==> src/rtl/helppll_loopfilter_if.sv <==
// ---------------------------------------------------------------------------
// helppll_loopfilter_if
//   Tuning-word channel from the helper-PLL loop filter to the DAC serial
//   driver. Plain valid/ready transfer: a word moves on an edge where both
//   dac_valid and dac_ready are high.
//
//   dac_word   : unsigned tuning word, held stable while dac_valid is high
//   dac_valid  : dac_word is valid
//   dac_ready  : DAC driver accepts the word
//
//   master : loop filter side (drives word/valid)
//   slave  : DAC driver side (drives ready)
// ---------------------------------------------------------------------------
interface helppll_loopfilter_if #(
   parameter int DACWIDTH = 16
);
   logic [DACWIDTH-1:0] dac_word;
   logic                dac_valid;
   logic                dac_ready;

   modport master (output dac_word, output dac_valid, input dac_ready);
   modport slave  (input dac_word, input dac_valid, output dac_ready);
endinterface

==> src/rtl/helppll_loopfilter.sv <==
// ---------------------------------------------------------------------------
// helppll_loopfilter
//   Shift-gain PI loop filter for the helper PLL. Each accepted signed
//   frequency-difference sample is negated into an error term, accumulated
//   into a clamped integrator and combined with a proportional term. The
//   saturated unsigned result goes to the DAC driver over valid/ready.
//
//   clk          : clkref-domain clock
//   rst_n        : asynchronous active-low reset
//   freqdiff     : signed helper-minus-reference frequency error
//   stb_freqdiff : one-cycle strobe, freqdiff valid
//   enable       : loop enable; low clears integrator and lock state
//   hold         : freeze integrator, proportional path stays active
//   dac          : tuning-word channel (master side)
//   locked       : LOCK_CNT consecutive samples within +/-LOCK_TOL
//   sat          : integrator or output clamp occurred on last update
//   drop_cnt     : saturating count of strobes discarded while busy
//   dbinteg      : integrator debug tap
// ---------------------------------------------------------------------------
module helppll_loopfilter #(
   parameter int DWIDTH   = 32,
   parameter int DACWIDTH = 16,
   parameter int KP_SHIFT = 4,
   parameter int KI_SHIFT = 8,
   parameter int DAC_MID  = 32768,
   parameter int LOCK_TOL = 2,
   parameter int LOCK_CNT = 16
) (
   input  logic                              clk,
   input  logic                              rst_n,
   input  logic signed [DWIDTH-1:0]          freqdiff,
   input  logic                              stb_freqdiff,
   input  logic                              enable,
   input  logic                              hold,
   helppll_loopfilter_if.master              dac,
   output logic                              locked,
   output logic                              sat,
   output logic [7:0]                        drop_cnt,
   output logic signed [DWIDTH+KI_SHIFT-1:0] dbinteg
);
   localparam int EW  = DWIDTH + 1;            // error width, holds -(-2^(DWIDTH-1)) exactly
   localparam int IW  = DWIDTH + KI_SHIFT;     // integrator width
   localparam int SW  = DWIDTH + KI_SHIFT + 2; // output sum width
   localparam int LCW = $clog2(LOCK_CNT + 1);

   localparam longint IMAX_L = (longint'(1) << (DACWIDTH - 1 + KI_SHIFT)) - 1;
   localparam longint DMAX_L = (longint'(1) << DACWIDTH) - 1;
   localparam logic signed [IW:0]    INTEG_MAX = (IW+1)'(IMAX_L);
   localparam logic signed [IW:0]    INTEG_MIN = (IW+1)'(-IMAX_L - 1);
   localparam logic signed [SW-1:0]  DAC_MAX   = SW'(DMAX_L);
   localparam logic signed [SW-1:0]  MID_S     = SW'(DAC_MID);
   localparam logic signed [EW-1:0]  TOL_S     = EW'(LOCK_TOL);
   localparam logic [LCW-1:0]        LCNT_MAX  = LCW'(LOCK_CNT);
   localparam logic [LCW-1:0]        LCNT_LAST = LCW'(LOCK_CNT - 1);

   typedef enum logic [1:0] {IDLE, INTEG, SUM, OUT} state_t;

   state_t                 state_reg;
   logic signed [EW-1:0]   e_reg;
   logic signed [IW-1:0]   integ_reg;
   logic [LCW-1:0]         lockcnt_reg;
   logic                   integ_clamp_reg;
   logic                   out_clamp_reg;
   logic [DACWIDTH-1:0]    sum_reg;

   logic signed [EW-1:0]   neg_fd;
   logic signed [IW:0]     integ_sum;
   logic signed [IW-1:0]   integ_next;
   logic                   integ_clamp_next;
   logic signed [IW-1:0]   integ_shift;
   logic signed [EW-1:0]   e_shift;
   logic signed [SW-1:0]   raw;
   logic [DACWIDTH-1:0]    sum_next;
   logic                   out_clamp_next;
   logic                   in_tol;

   // Widen before negating so the most-negative freqdiff negates exactly.
   assign neg_fd  = -$signed({freqdiff[DWIDTH-1], freqdiff});
   assign in_tol  = (e_reg <= TOL_S) && (e_reg >= -TOL_S);
   assign dbinteg = integ_reg;

   // Integrator update with one guard bit so the clamp sees true overflow.
   always_comb begin
      integ_sum        = $signed({integ_reg[IW-1], integ_reg}) +
                         $signed({{(IW+1-EW){e_reg[EW-1]}}, e_reg});
      integ_clamp_next = 1'b0;
      integ_next       = integ_sum[IW-1:0];
      if (integ_sum > INTEG_MAX) begin
         integ_next       = INTEG_MAX[IW-1:0];
         integ_clamp_next = 1'b1;
      end else if (integ_sum < INTEG_MIN) begin
         integ_next       = INTEG_MIN[IW-1:0];
         integ_clamp_next = 1'b1;
      end
   end

   // Output sum: mid-scale + integral + proportional, clamped to DAC range.
   always_comb begin
      integ_shift    = integ_reg >>> KI_SHIFT;
      e_shift        = e_reg >>> KP_SHIFT;
      raw            = MID_S +
                       $signed({{(SW-IW){integ_shift[IW-1]}}, integ_shift}) +
                       $signed({{(SW-EW){e_shift[EW-1]}}, e_shift});
      out_clamp_next = 1'b0;
      sum_next       = raw[DACWIDTH-1:0];
      if (raw[SW-1]) begin
         sum_next       = '0;
         out_clamp_next = 1'b1;
      end else if (raw > DAC_MAX) begin
         sum_next       = '1;
         out_clamp_next = 1'b1;
      end
   end

   always_ff @(posedge clk or negedge rst_n) begin
      if (!rst_n) begin
         state_reg       <= IDLE;
         e_reg           <= '0;
         integ_reg       <= '0;
         lockcnt_reg     <= '0;
         integ_clamp_reg <= 1'b0;
         out_clamp_reg   <= 1'b0;
         sum_reg         <= DACWIDTH'(DAC_MID);
         dac.dac_word    <= DACWIDTH'(DAC_MID);
         dac.dac_valid   <= 1'b0;
         locked          <= 1'b0;
         sat             <= 1'b0;
         drop_cnt        <= '0;
      end else begin
         // Strobes are only counted as drops while the loop is enabled.
         if (enable && stb_freqdiff && state_reg != IDLE && drop_cnt != 8'hFF)
            drop_cnt <= drop_cnt + 8'd1;

         case (state_reg)
            IDLE: begin
               if (enable && stb_freqdiff) begin
                  e_reg     <= neg_fd;
                  state_reg <= INTEG;
               end
            end
            INTEG: begin
               if (!hold)
                  integ_reg <= integ_next;
               integ_clamp_reg <= !hold && integ_clamp_next;
               if (in_tol) begin
                  if (lockcnt_reg != LCNT_MAX)
                     lockcnt_reg <= lockcnt_reg + 1'b1;
                  if (lockcnt_reg >= LCNT_LAST)
                     locked <= 1'b1;
               end else begin
                  lockcnt_reg <= '0;
                  locked      <= 1'b0;
               end
               state_reg <= SUM;
            end
            SUM: begin
               sum_reg       <= sum_next;
               out_clamp_reg <= out_clamp_next;
               state_reg     <= OUT;
            end
            OUT: begin
               // First OUT cycle presents the word; later cycles wait for ready.
               if (!dac.dac_valid) begin
                  dac.dac_word  <= sum_reg;
                  dac.dac_valid <= 1'b1;
                  sat           <= integ_clamp_reg | out_clamp_reg;
               end else if (dac.dac_ready) begin
                  dac.dac_valid <= 1'b0;
                  state_reg     <= IDLE;
               end
            end
            default: state_reg <= IDLE;
         endcase

         // Disabling clears loop state but lets an in-flight word finish.
         if (!enable) begin
            integ_reg   <= '0;
            lockcnt_reg <= '0;
            locked      <= 1'b0;
         end
      end
   end
endmodule

==> src/flat_wrapper.sv <==
// flat-port wrapper written by rule: the top's interface ports become plain ports
module helppll_loopfilter_flat 
#(
   parameter int DWIDTH   = 32,
   parameter int DACWIDTH = 16,
   parameter int KP_SHIFT = 4,
   parameter int KI_SHIFT = 8,
   parameter int DAC_MID  = 32768,
   parameter int LOCK_TOL = 2,
   parameter int LOCK_CNT = 16
)
  (clk, rst_n, freqdiff, stb_freqdiff, enable, hold, locked, sat, drop_cnt, dbinteg, dac_dac_word, dac_dac_valid, dac_dac_ready);
  helppll_loopfilter_if #(.DACWIDTH(DACWIDTH)) dac_i ();
  input  logic clk;
  input  logic rst_n;
  input  logic signed [DWIDTH-1:0] freqdiff;
  input  logic stb_freqdiff;
  input  logic enable;
  input  logic hold;
  output logic locked;
  output logic sat;
  output logic [7:0] drop_cnt;
  output logic signed [DWIDTH+KI_SHIFT-1:0] dbinteg;
  output wire logic [$bits(dac_i.dac_word)-1:0] dac_dac_word;
  output wire logic [$bits(dac_i.dac_valid)-1:0] dac_dac_valid;
  input wire logic [$bits(dac_i.dac_ready)-1:0] dac_dac_ready;
  assign dac_dac_word = dac_i.dac_word;
  assign dac_dac_valid = dac_i.dac_valid;
  assign dac_i.dac_ready = dac_dac_ready;
  helppll_loopfilter #(.DWIDTH(DWIDTH), .DACWIDTH(DACWIDTH), .KP_SHIFT(KP_SHIFT), .KI_SHIFT(KI_SHIFT), .DAC_MID(DAC_MID), .LOCK_TOL(LOCK_TOL), .LOCK_CNT(LOCK_CNT)) u_core (.clk(clk), .rst_n(rst_n), .freqdiff(freqdiff), .stb_freqdiff(stb_freqdiff), .enable(enable), .hold(hold), .dac(dac_i), .locked(locked), .sat(sat), .drop_cnt(drop_cnt), .dbinteg(dbinteg));
endmodule
==> config.mk <==
export PLATFORM = sky130hd
export DESIGN_NAME = helppll_loopfilter_flat
export DESIGN_NICKNAME = d
export VERILOG_FILES = /design/src/rtl/helppll_loopfilter_if.sv /design/src/rtl/helppll_loopfilter.sv /design/src/flat_wrapper.sv
export SDC_FILE = /design/constraint.sdc
export NUM_CORES = 1
export LEC_CHECK = 0
export ABC_CLOCK_PERIOD_IN_PS = 5400
export CAP_MARGIN = 25
export CORE_ASPECT_RATIO = 0.5
export CORE_MARGIN = 2
export CORE_UTILIZATION = 30
export CTS_CLUSTER_DIAMETER = 100
export DETAILED_ROUTE_END_ITERATION = 16
export SLEW_MARGIN = 10
export SYNTH_ARGS = -nofsm -noshare
export SYNTH_HDL_FRONTEND = slang
export SYNTH_SLANG_ARGS = --single-unit
==> constraint.sdc <==
create_clock -name clk -period 5.4 [get_ports clk]
set_input_delay 0.81 -clock clk [delete_from_list [all_inputs] [get_ports clk]]
set_output_delay 0.81 -clock clk [all_outputs]
set_load 0.03 [all_outputs]
==> results of run 1 <==
-- cell families after synthesis --
logic type,after synthesis,share of synthesized area [%]
buffers and inverters,104,4.176
AOI/OAI and AO/OA,388,25.27
xor gates and xnor gates,78,6.113
muxes,24,2.385
DFF,125,28.01
adders and majority gates,114,13.10
and+or+nand+nor,451,20.95
-- routing by layer --
metal / share of wire [%] / up-vias
met3: 6.2 / 36
met5: 0 / -
li1: - / 4976
met2: 43 / 292
met4: 1.9 / 0
met1: 49 / 4889
-- power groups by stage --
stage | Clock (mW) | Sequential [mW] | Combinational [mW]
after floorplan | 0 | 2.00 | 3.21
after global placement | 0 | 1.86 | 4.82
after detailed placement | 0 | 1.87 | 4.80
after CTS | 1.17 | 1.85 | 4.84
after global routing | 1.22 | 1.91 | 5.35
final | 1.15 | 1.87 | 4.88
-- cells in the final DEF, fill, tap and decap left out, types with 15 or more instances in the layout --
cell type	instances
sky130_fd_sc_hd__dfrtp_1	123
sky130_fd_sc_hd__o21ai_0	61
sky130_fd_sc_hd__mux2_2	21
sky130_fd_sc_hd__nor3_1	27
sky130_fd_sc_hd__a21oi_1	84
sky130_fd_sc_hd__xnor2_1	48
sky130_fd_sc_hd__nand2_1	147
sky130_fd_sc_hd__o21ai_1	25
sky130_fd_sc_hd__xor2_1	30
sky130_fd_sc_hd__clkdlybuf4s50_1	103
sky130_fd_sc_hd__nand4_1	40
sky130_fd_sc_hd__a22oi_1	17
sky130_fd_sc_hd__inv_1	51
sky130_fd_sc_hd__o221ai_2	20
sky130_fd_sc_hd__nand3_1	35
sky130_fd_sc_hd__a21o_1	46
sky130_fd_sc_hd__nor4_1	15
sky130_fd_sc_hd__nor2_1	80
sky130_fd_sc_hd__clkbuf_16	17
sky130_fd_sc_hd__ha_1	109
-- path summary, 6_finish.rpt --
| check | start | cells past startpoint | end |
|---|---|---|---|
| max in group asynchronous | rst_n | 3 | u_core.dac.dac_word[15] |
| min in group clk | u_core.drop_cnt[7] | 1 | u_core.drop_cnt[7] |
| max | u_core.e_reg[32] | 12 | u_core.sum_reg[9] |
| min | rst_n | 2 | u_core.dbinteg[0] |
| max reg2reg | u_core.e_reg[32] | 12 | u_core.sum_reg[9] |
| min reg2reg | u_core.drop_cnt[7] | 1 | u_core.drop_cnt[7] |
-- synthesized netlist by cell type (4+ instances only) --
library cell               instances
sky130_fd_sc_hd__a21oi_2           5
sky130_fd_sc_hd__o221ai_1          7
sky130_fd_sc_hd__clkbuf_1         24
sky130_fd_sc_hd__nand3_1          36
sky130_fd_sc_hd__a31oi_1           7
sky130_fd_sc_hd__a21o_1           46
sky130_fd_sc_hd__a21oi_1          84
sky130_fd_sc_hd__nand2b_1         13
sky130_fd_sc_hd__o21ai_1          25
sky130_fd_sc_hd__buf_6             5
sky130_fd_sc_hd__xor2_1           30
sky130_fd_sc_hd__buf_2            16
sky130_fd_sc_hd__a211oi_1         14
sky130_fd_sc_hd__or4_1             8
sky130_fd_sc_hd__and3_1           10
sky130_fd_sc_hd__o21ai_0          61
sky130_fd_sc_hd__nor2_1           80
sky130_fd_sc_hd__inv_1            51
sky130_fd_sc_hd__a21boi_0          4
sky130_fd_sc_hd__nand3b_1          5
sky130_fd_sc_hd__nand2_1         147
sky130_fd_sc_hd__o211a_1           4
sky130_fd_sc_hd__mux2_2           21
sky130_fd_sc_hd__nand3_2          10
sky130_fd_sc_hd__nor2b_1          11
sky130_fd_sc_hd__and2_1            8
sky130_fd_sc_hd__buf_4             5
sky130_fd_sc_hd__or3_1            10
sky130_fd_sc_hd__o221ai_2         20
sky130_fd_sc_hd__o31a_1            4
sky130_fd_sc_hd__nand4_1          40
sky130_fd_sc_hd__fa_1              5
sky130_fd_sc_hd__nor3_1           27
sky130_fd_sc_hd__nor4_1           15
sky130_fd_sc_hd__a22oi_1          17
sky130_fd_sc_hd__o211ai_1         14
sky130_fd_sc_hd__xnor2_1          48
sky130_fd_sc_hd__dfrtp_1         123
sky130_fd_sc_hd__ha_1            109
sky130_fd_sc_hd__and4_1            4
sky130_fd_sc_hd__o21a_1           11
sky130_fd_sc_hd__o21bai_1         14
-- area by class of cell --
type | instances | area (µm²) | share of cell area [%]
clock buffer | 17 | 425.4 | 3.204
tap | 484 | 605.6 | 4.561
timing repair buffer | 119 | 1179 | 8.878
clock inverter | 15 | 148.9 | 1.121
multi-input combinational | 1055 | 7594 | 57.20
antenna | 1 | 2.502 | 0.01885
inverter | 51 | 191.4 | 1.442
sequential | 125 | 3131 | 23.58
-- critical path: cells and delay by family, from the launching register on --
family,cells,cell delay (ps)
AOI/OAI and AO/OA,6,2060
adders and majority gates,2,900
and+or+nand+nor,4,790
DFF,1,670
==> results.json, run 1 <==
{
  "layout.nets": 1521,
  "total_switching_power_mw": 4.047,
  "track_usage_pct": 18.32,
  "clkSlewWorstSetupHoldPaths_ps": 70,
  "vias": 10190,
  "synthesized_area_mm2": 0.01118,
  "drt_first_pass_iters": 7,
  "critical_path_arrival_ps": 4890,
  "globalRoute.busiestLayer": "met2",
  "cts_tree": "done",
  "synth-seq-area-share_pct": 28.01,
  "pre_cts_slack_ps": 843.6,
  "cts-buffers-inserted": 17,
  "die_x_um": 277.0,
  "power.internal_mw": 3.851,
  "synthDominantAreaCellType": "sky130_fd_sc_hd__dfrtp_1",
  "grt_max_degree": 77,
  "p_comb_share_pct": 61.8,
  "finalWorstSetupSlack_ps": 773.2,
  "synth.yosys.warnings": 0,
  "wirelength_um": 35440,
  "die-area_mm2": 0.03891,
  "die_height_um": 140.5,
  "longest_individual_stage_delay_on_the_worst_path_ps": 830,
  "timing.setup.tns_ps": 0,
  "clock-root-buffer": "sky130_fd_sc_hd__clkbuf_16",
  "relative_slew_slack_pct": 41.31,
  "netlist_top_cells_area": "sky130_fd_sc_hd__dfrtp_1 28%, sky130_fd_sc_hd__ha_1 12%, sky130_fd_sc_hd__nand2_1 4.9%",
  "fin_util_pct": 36.58,
  "p_per_area_mw_per_mm2": 594.9,
  "grt_util_met1_pct": 26.37,
  "tightestPinTransition_ps": 878.2,
  "pwr-share-seq_pct": 23.7,
  "period_minus_slack_ps": 4627,
  "grt_use_met3_pct": 3.920,
  "leakage_nw": 5.781,
  "clk_latency_ps": 450,
  "run_status": "completed",
  "mappedNetlistNets": 1436,
  "drv_slew": 0,
  "pwr-share-clk_pct": 14.5,
  "fill_cells": 3752,
  "postSynth.asyncResetShare_pct": 100.0,
  "required_time_worst_endpoint_ps": 5660,
  "area_share_of_the_largest_cell_type_after_synthesis_pct": 27.54,
  "io-pin-count": 105,
  "clock_sink_count": 125,
  "grt_overflow_total": 0,
  "via_per_inst": 5.460,
  "antenna_violations_before_repair": 1,
  "synth_flop_cell": "sky130_fd_sc_hd__dfrtp_1",
  "vias_in_the_first_global_route": 9761,
  "max_freq_mhz": 216.1,
  "count_of_non_filler_cells_in_the_finished_layout": 1867,
  "ys_seq_elements": 125,
  "final.hold.worst_slack_ps": 315.0,
  "final_cell_area_mm2": 0.01328,
  "drt_first_iter_violations": 769,
  "timing.reg2reg.setup_slack_ps": 770,
  "portBuffers": 104,
  "worstPathCellList": "ha_1 -> fa_1 -> and3_4 -> and3_1 -> a211oi_2 -> o2111ai_1 -> a2111oi_2 -> o21ai_1 -> a2111oi_4 -> nand4bb_2 -> o311ai_4 -> nand3_1",
  "post-cts-setup-buffer-count": 0,
  "worstSetupStartpointType": "flop",
  "switching_share_pct": 51.24,
  "synth_edf_count": 0,
  "number_of_placed_instances_with_taps_included": 1832,
  "vdd_drop_max_mv": 0.2730,
  "fp.coreArea_mm2": 0.03629,
  "drt_drc_violations_left": 0,
  "grt.met2_usage_pct": 27.55,
  "area.growth.synth_to_final_pct": 18.80,
  "grt_setup_unrepaired": "no",
  "avgSynthCellArea_um2": 8.704,
  "global_route_wire_length_before_repair_um": 56060,
  "initial_core_util_pct": 30.79,
  "timing.hold.worst.class": "in2async",
  "largest_register_ff_count": 40,
  "synthCells": 1284,
  "finClkSkew_ps": 21.04,
  "drv.max_cap_violation_count": 0,
  "crit_path_category": "reg2reg",
  "dp.final_hpwl_um": 28190,
  "ys_types": 94,
  "slowest_cp_cell": "sky130_fd_sc_hd__o311ai_4",
  "end_kind": "flop",
  "final_hold_violation_count": 0,
  "antenna_violating_nets_post_route": 0,
  "postCtsHoldBufs": 0,
  "report.final.setup_viol": 0,
  "htree_num_levels": 4,
  "cell_row_count": 49,
  "post_cts.resized_instances": 0,
  "globalplace.congestion": 0.9466,
  "layout_worst_path_cycle_share_pct": 85.68,
  "post_route_cells_drive_above_1_share_pct": 10.27,
  "design_power_total_mw": 7.898,
  "post_dp_cell_area_mm2": 0.01266,
  "maximum_number_of_buffers_from_clock_root_to_sink": 2,
  "wl_per_cell_um": 18.98,
  "cp_max_fo": 16
}
No activity file was read; power rests on OpenSTA's default activity.
==> run 2: changes to the inputs <==
--- a/config.mk
+++ b/config.mk
@@ -7,7 +7,7 @@
 export LEC_CHECK = 0
 export ABC_CLOCK_PERIOD_IN_PS = 5400
 export CAP_MARGIN = 25
-export CORE_ASPECT_RATIO = 0.5
+export CORE_ASPECT_RATIO = 0.9
 export CORE_MARGIN = 2
 export CORE_UTILIZATION = 30
 export CTS_CLUSTER_DIAMETER = 100
==> run 2 against run 1 <==
Net effect:
- non-clock buffer count shrank 7
- setup slack lost 8.3 ps
- largest cell class unchanged
- sequential power is essentially flat
- critical path type unchanged
- hold slack gained 100 ps
==> results.json, run 2 (synthesis gave the netlist of run 1 again) <==
{
  "end_kind": "flop",
  "max_freq_mhz": 215.7,
  "final_hold_violation_count": 0,
  "tightestPinTransition_ps": 910.2,
  "pwr-share-clk_pct": 14.6,
  "crit_path_category": "reg2reg",
  "globalplace.congestion": 0.9001,
  "cell_row_count": 67,
  "clock-root-buffer": "sky130_fd_sc_hd__clkbuf_16",
  "portBuffers": 104,
  "io-pin-count": 105,
  "global_route_wire_length_before_repair_um": 57210,
  "initial_core_util_pct": 30.23,
  "clock_sink_count": 125,
  "drt_first_iter_violations": 784,
  "final_cell_mix": "147 x sky130_fd_sc_hd__nand2_1, 123 x sky130_fd_sc_hd__dfrtp_1, 109 x sky130_fd_sc_hd__ha_1",
  "post-cts-setup-buffer-count": 0,
  "period_minus_slack_ps": 4635,
  "post_cts.resized_instances": 0,
  "design_power_total_mw": 7.823,
  "postCtsHoldBufs": 0,
  "antenna_violating_nets_post_route": 0,
  "drv.max_cap_violation_count": 0,
  "maximum_number_of_buffers_from_clock_root_to_sink": 2,
  "clkSlewWorstSetupHoldPaths_ps": 60,
  "run_status": "completed",
  "timing.hold.worst.class": "in2async",
  "post_dp_cell_area_mm2": 0.01262,
  "dp.final_hpwl_um": 28690,
  "die-area_mm2": 0.03881,
  "p_comb_share_pct": 61.6,
  "post_route_cells_drive_above_1_share_pct": 9.673,
  "worstSetupStartpointType": "flop",
  "die_x_um": 207.5,
  "critical_path_arrival_ps": 4900,
  "grt_max_degree": 54,
  "pwr-share-seq_pct": 23.8,
  "power.internal_mw": 3.818,
  "cp_max_fo": 16,
  "timing.setup.tns_ps": 0,
  "antenna_violations_before_repair": 0,
  "leakage_nw": 5.725,
  "finClkSkew_ps": 16.68,
  "htree_num_levels": 4,
  "via_per_inst": 5.546,
  "cts_tree": "done",
  "final_cell_area_mm2": 0.01318,
  "drt_drc_violations_left": 0,
  "track_usage_pct": 18.56,
  "relative_slew_slack_pct": 39.17,
  "total_switching_power_mw": 4.004,
  "cts-buffers-inserted": 17,
  "final_common_cell": "sky130_fd_sc_hd__nand2_1",
  "vias_in_the_first_global_route": 9938,
  "p_per_area_mw_per_mm2": 593.5,
  "layout.nets": 1514,
  "grt_overflow_total": 0,
  "largest_register_ff_count": 40,
  "pre_cts_slack_ps": 803.2,
  "switching_share_pct": 51.19,
  "die_height_um": 187.1,
  "timing.reg2reg.setup_slack_ps": 760,
  "n_antenna_cell": 0,
  "report.final.setup_viol": 0,
  "finalWorstSetupSlack_ps": 764.9,
  "wl_per_cell_um": 19.31,
  "fin_util_pct": 35.66,
  "layout_worst_path_cycle_share_pct": 85.83,
  "required_time_worst_endpoint_ps": 5660,
  "clk_latency_ps": 440,
  "vdd_drop_max_mv": 0.3305,
  "fp.coreArea_mm2": 0.03697,
  "drt_first_pass_iters": 5,
  "grt_setup_unrepaired": "no",
  "fill_cells": 3810,
  "vias": 10300,
  "drv_slew": 0,
  "area.growth.synth_to_final_pct": 17.95,
  "wirelength_um": 35890
}
[run 2: per-layer routing]
| metal | routed length (µm) | GRT usage, % | share of wire [%] | vias up |
|---|---|---|---|---|
| met5 | 0 | 0 | 0 | - |
| met4 | 831 | 5.440 | 2.3 | 0 |
| met3 | 2424 | 4.567 | 6.8 | 39 |
| met2 | 15270 | 27.55 | 43 | 332 |
| met1 | 17360 | 26.51 | 48 | 4989 |
| li1 | - | - | - | 4944 |
[run 2: area by class of cell]
class / instances / area [µm²] / share of cell area [%]
timing repair buffer: 112 / 1099 / 8.334
clock buffer: 18 / 429.2 / 3.256
sequential: 125 / 3131 / 23.75
tap: 483 / 604.3 / 4.585
multi-input combinational: 1055 / 7592 / 57.60
clock inverter: 14 / 135.1 / 1.025
inverter: 51 / 191.4 / 1.452
[run 2: path summary, 6_finish.rpt]
kind / startpoint / to / cells after the start
max: u_core.e_reg[32] / u_core.sum_reg[7] / 12
min: rst_n / u_core.dbinteg[35] / 1
max reg2reg: u_core.e_reg[32] / u_core.sum_reg[7] / 12
min reg2reg: u_core.locked / u_core.locked / 2
max in group asynchronous: rst_n / u_core.sum_reg[15] / 2
min in group clk: u_core.locked / u_core.locked / 2
[run 2: metrics by stage]
stage	hold WS [ps]	std cells
3_5_place_dp	497.4	1826
5_1_grt	469.7	1858
6_report	419.0	1858
4_1_cts	443.3	1858
3_3_place_gp	491.4	1825
2_1_floorplan	466.0	1284
[run 2: power by group through the flow]
stage	clock (mW)	combinational, mW	sequential, mW
floorplan	0	3.21	2.00
global placement	0	4.75	1.86
detailed placement	0	4.77	1.88
CTS	1.16	4.81	1.86
global route	1.20	5.30	1.91
finish	1.14	4.82	1.86
[run 2: critical path, stage by stage, from the launching register on]
cell and delay (ps):
sky130_fd_sc_hd__dfrtp_1 700, sky130_fd_sc_hd__ha_1 350, sky130_fd_sc_hd__fa_1 580, sky130_fd_sc_hd__and3_4 230, sky130_fd_sc_hd__and3_1 190, sky130_fd_sc_hd__a211oi_2 150, sky130_fd_sc_hd__o2111ai_1 180, sky130_fd_sc_hd__a2111oi_2 400
sky130_fd_sc_hd__o21ai_1 160, sky130_fd_sc_hd__a2111oi_4 310, sky130_fd_sc_hd__nand4bb_2 210, sky130_fd_sc_hd__o311ai_4 850, sky130_fd_sc_hd__nand3_1 160
==> run 3: changes to the inputs <==
--- a/config.mk
+++ b/config.mk
@@ -7,7 +7,6 @@
 export LEC_CHECK = 0
 export ABC_CLOCK_PERIOD_IN_PS = 5400
 export CAP_MARGIN = 25
-export CORE_ASPECT_RATIO = 0.9
 export CORE_MARGIN = 2
 export CORE_UTILIZATION = 30
 export CTS_CLUSTER_DIAMETER = 100
==> run 3 against run 2 <==
Net effect:
- routed wire length fell by 0.85%
- maximum frequency rose by 1.1%
- sequential share of layout area barely moved
- register-to-register slack improved by 50 ps
- total power rose by 0.23%
- clock power barely moved
- non-clock buffer count rose by 2
- via count fell by 0.13%
- hold slack improved by 28 ps
- largest cell class unchanged
- highest routed layer unchanged
==> results.json, run 3 (synthesis gave the netlist of run 1 again) <==
{
  "drt_first_iter_violations": 781,
  "cell_row_count": 70,
  "final_cell_mix": "147 x sky130_fd_sc_hd__nand2_1, 123 x sky130_fd_sc_hd__dfrtp_1, 109 x sky130_fd_sc_hd__ha_1",
  "global_route_wire_length_before_repair_um": 56460,
  "die-area_mm2": 0.03881,
  "drt_drc_violations_left": 0,
  "layout.nets": 1516,
  "die_height_um": 197.0,
  "post_dp_cell_area_mm2": 0.01262,
  "cp_max_fo": 16,
  "postCtsHoldBufs": 0,
  "vias": 10290,
  "fill_cells": 3770,
  "wirelength_um": 35580,
  "clk_latency_ps": 440,
  "end_kind": "flop",
  "seqCellArea_mm2": 0.003131,
  "htree_num_levels": 4,
  "grt_overflow_total": 0,
  "leakage_nw": 5.741,
  "fp.coreArea_mm2": 0.03661,
  "post_route_cells_drive_above_1_share_pct": 9.804,
  "drt_first_pass_iters": 5,
  "design_power_total_mw": 7.841,
  "report.final.setup_viol": 0,
  "final_common_cell": "sky130_fd_sc_hd__nand2_1",
  "crit_path_category": "reg2reg",
  "cts_tree": "done",
  "critical_path_arrival_ps": 4850,
  "tightestPinTransition_ps": 930.7,
  "period_minus_slack_ps": 4583,
  "final_cell_area_mm2": 0.01319,
  "clock-root-buffer": "sky130_fd_sc_hd__clkbuf_16",
  "run_status": "completed",
  "vdd_drop_max_mv": 0.2608,
  "final_hold_violation_count": 0,
  "layout_worst_path_cycle_share_pct": 84.87,
  "largest_register_ff_count": 40,
  "initial_core_util_pct": 30.53,
  "via_per_inst": 5.578,
  "dp.final_hpwl_um": 28290,
  "required_time_worst_endpoint_ps": 5660,
  "antenna_violating_nets_post_route": 0,
  "worstSetupStartpointType": "flop",
  "n_antenna_cell": 0,
  "wl_per_cell_um": 19.29,
  "globalplace.congestion": 0.9172,
  "worstRegToRegCells": 12,
  "portBuffers": 104,
  "multi_input_area_mm2": 0.007592,
  "relative_slew_slack_pct": 37.80,
  "die_x_um": 197.0,
  "area.growth.synth_to_final_pct": 18.00,
  "vias_in_the_first_global_route": 10010,
  "antenna_violations_before_repair": 0,
  "grt_setup_unrepaired": "no",
  "clkSlewWorstSetupHoldPaths_ps": 60,
  "finClkSkew_ps": 15.97,
  "timing.hold.worst.class": "in2async",
  "post-cts-setup-buffer-count": 0,
  "final.hold.worst_slack_ps": 447.2,
  "max_freq_mhz": 218.2,
  "clock_sink_count": 125,
  "timing.setup.tns_ps": 0,
  "timing.reg2reg.setup_slack_ps": 820,
  "grt_max_degree": 90,
  "drv.max_cap_violation_count": 0,
  "post_cts.resized_instances": 0,
  "io-pin-count": 105,
  "regToRegStartpoint": "u_core.e_reg[32]",
  "critical_path.reg2reg.endpoint": "u_core.sum_reg[11]",
  "cts-buffers-inserted": 17,
  "track_usage_pct": 18.63,
  "drv_slew": 0,
  "p_per_area_mw_per_mm2": 594.6,
  "maximum_number_of_buffers_from_clock_root_to_sink": 2
}
-- run 3: power by group --
part           internal (mW)  switching, mW  total, mW
Clock                  0.662          0.480       1.14
Sequential              1.32          0.549       1.87
Combinational           1.87           2.96       4.83
-- run 3: final cells by class --
cell class / count / share of cell area (%)
clock inverters: 12 / 0.8634
multi-input cells: 1055 / 57.57
inverters: 51 / 1.452
well taps: 468 / 4.440
repair buffers: 114 / 8.473
clock buffers: 20 / 3.463
flip-flops and latches: 125 / 23.74
-- run 3: worst max path at each step --
| stage | start | endpoint | slack, ps | depth (start not counted) |
|---|---|---|---|---|
| 4_1_cts | u_core.e_reg[32] | u_core.sum_reg[11] | 850 | 12 |
| 6_report | u_core.e_reg[32] | u_core.sum_reg[11] | 820 | 12 |
| 3_3_place_gp | u_core.e_reg[32] | u_core.sum_reg[9] | 980 | 12 |
| 2_1_floorplan | u_core.dbinteg[9] | u_core.sum_reg[0] | 1580 | 15 |
| 3_5_place_dp | u_core.e_reg[32] | u_core.sum_reg[11] | 850 | 12 |
| 5_1_grt | u_core.e_reg[32] | u_core.sum_reg[12] | 480 | 12 |
-- run 3: critical path: stages (launching register included) --
cell and delay [ps]:
sky130_fd_sc_hd__dfrtp_1 680, sky130_fd_sc_hd__ha_1 350, sky130_fd_sc_hd__fa_1 570, sky130_fd_sc_hd__and3_4 220, sky130_fd_sc_hd__and3_1 180, sky130_fd_sc_hd__a211oi_2 160
sky130_fd_sc_hd__o2111ai_1 180, sky130_fd_sc_hd__a2111oi_2 390, sky130_fd_sc_hd__o21ai_1 160, sky130_fd_sc_hd__a2111oi_4 300, sky130_fd_sc_hd__nand4bb_2 210, sky130_fd_sc_hd__o311ai_4 860
sky130_fd_sc_hd__nand3_1 150
-- run 3: per-stage QoR --
stage / worst slack [ps] / instances / utilization [%]
floorplan: 1576 / 1284 / -
global placement: 980.4 / 1812 / 34.44
detailed placement: 853.4 / 1813 / 34.46
CTS: 849.3 / 1845 / 36.02
global route: 483.7 / 1845 / 36.02
finish: 817.2 / 1845 / 36.02
-- run 3: per-layer routing --
| metal | track usage (%) | share of wire, % | vias to the layer above | wire length [µm] |
|---|---|---|---|---|
| met5 | 0 | 0 | - | 0 |
| met4 | 5.402 | 2.2 | 0 | 785 |
| met3 | 3.124 | 4.7 | 42 | 1685 |
| met2 | 30.40 | 46 | 300 | 16520 |
| met1 | 25.32 | 47 | 4997 | 16590 |
| li1 | - | - | 4952 | - |
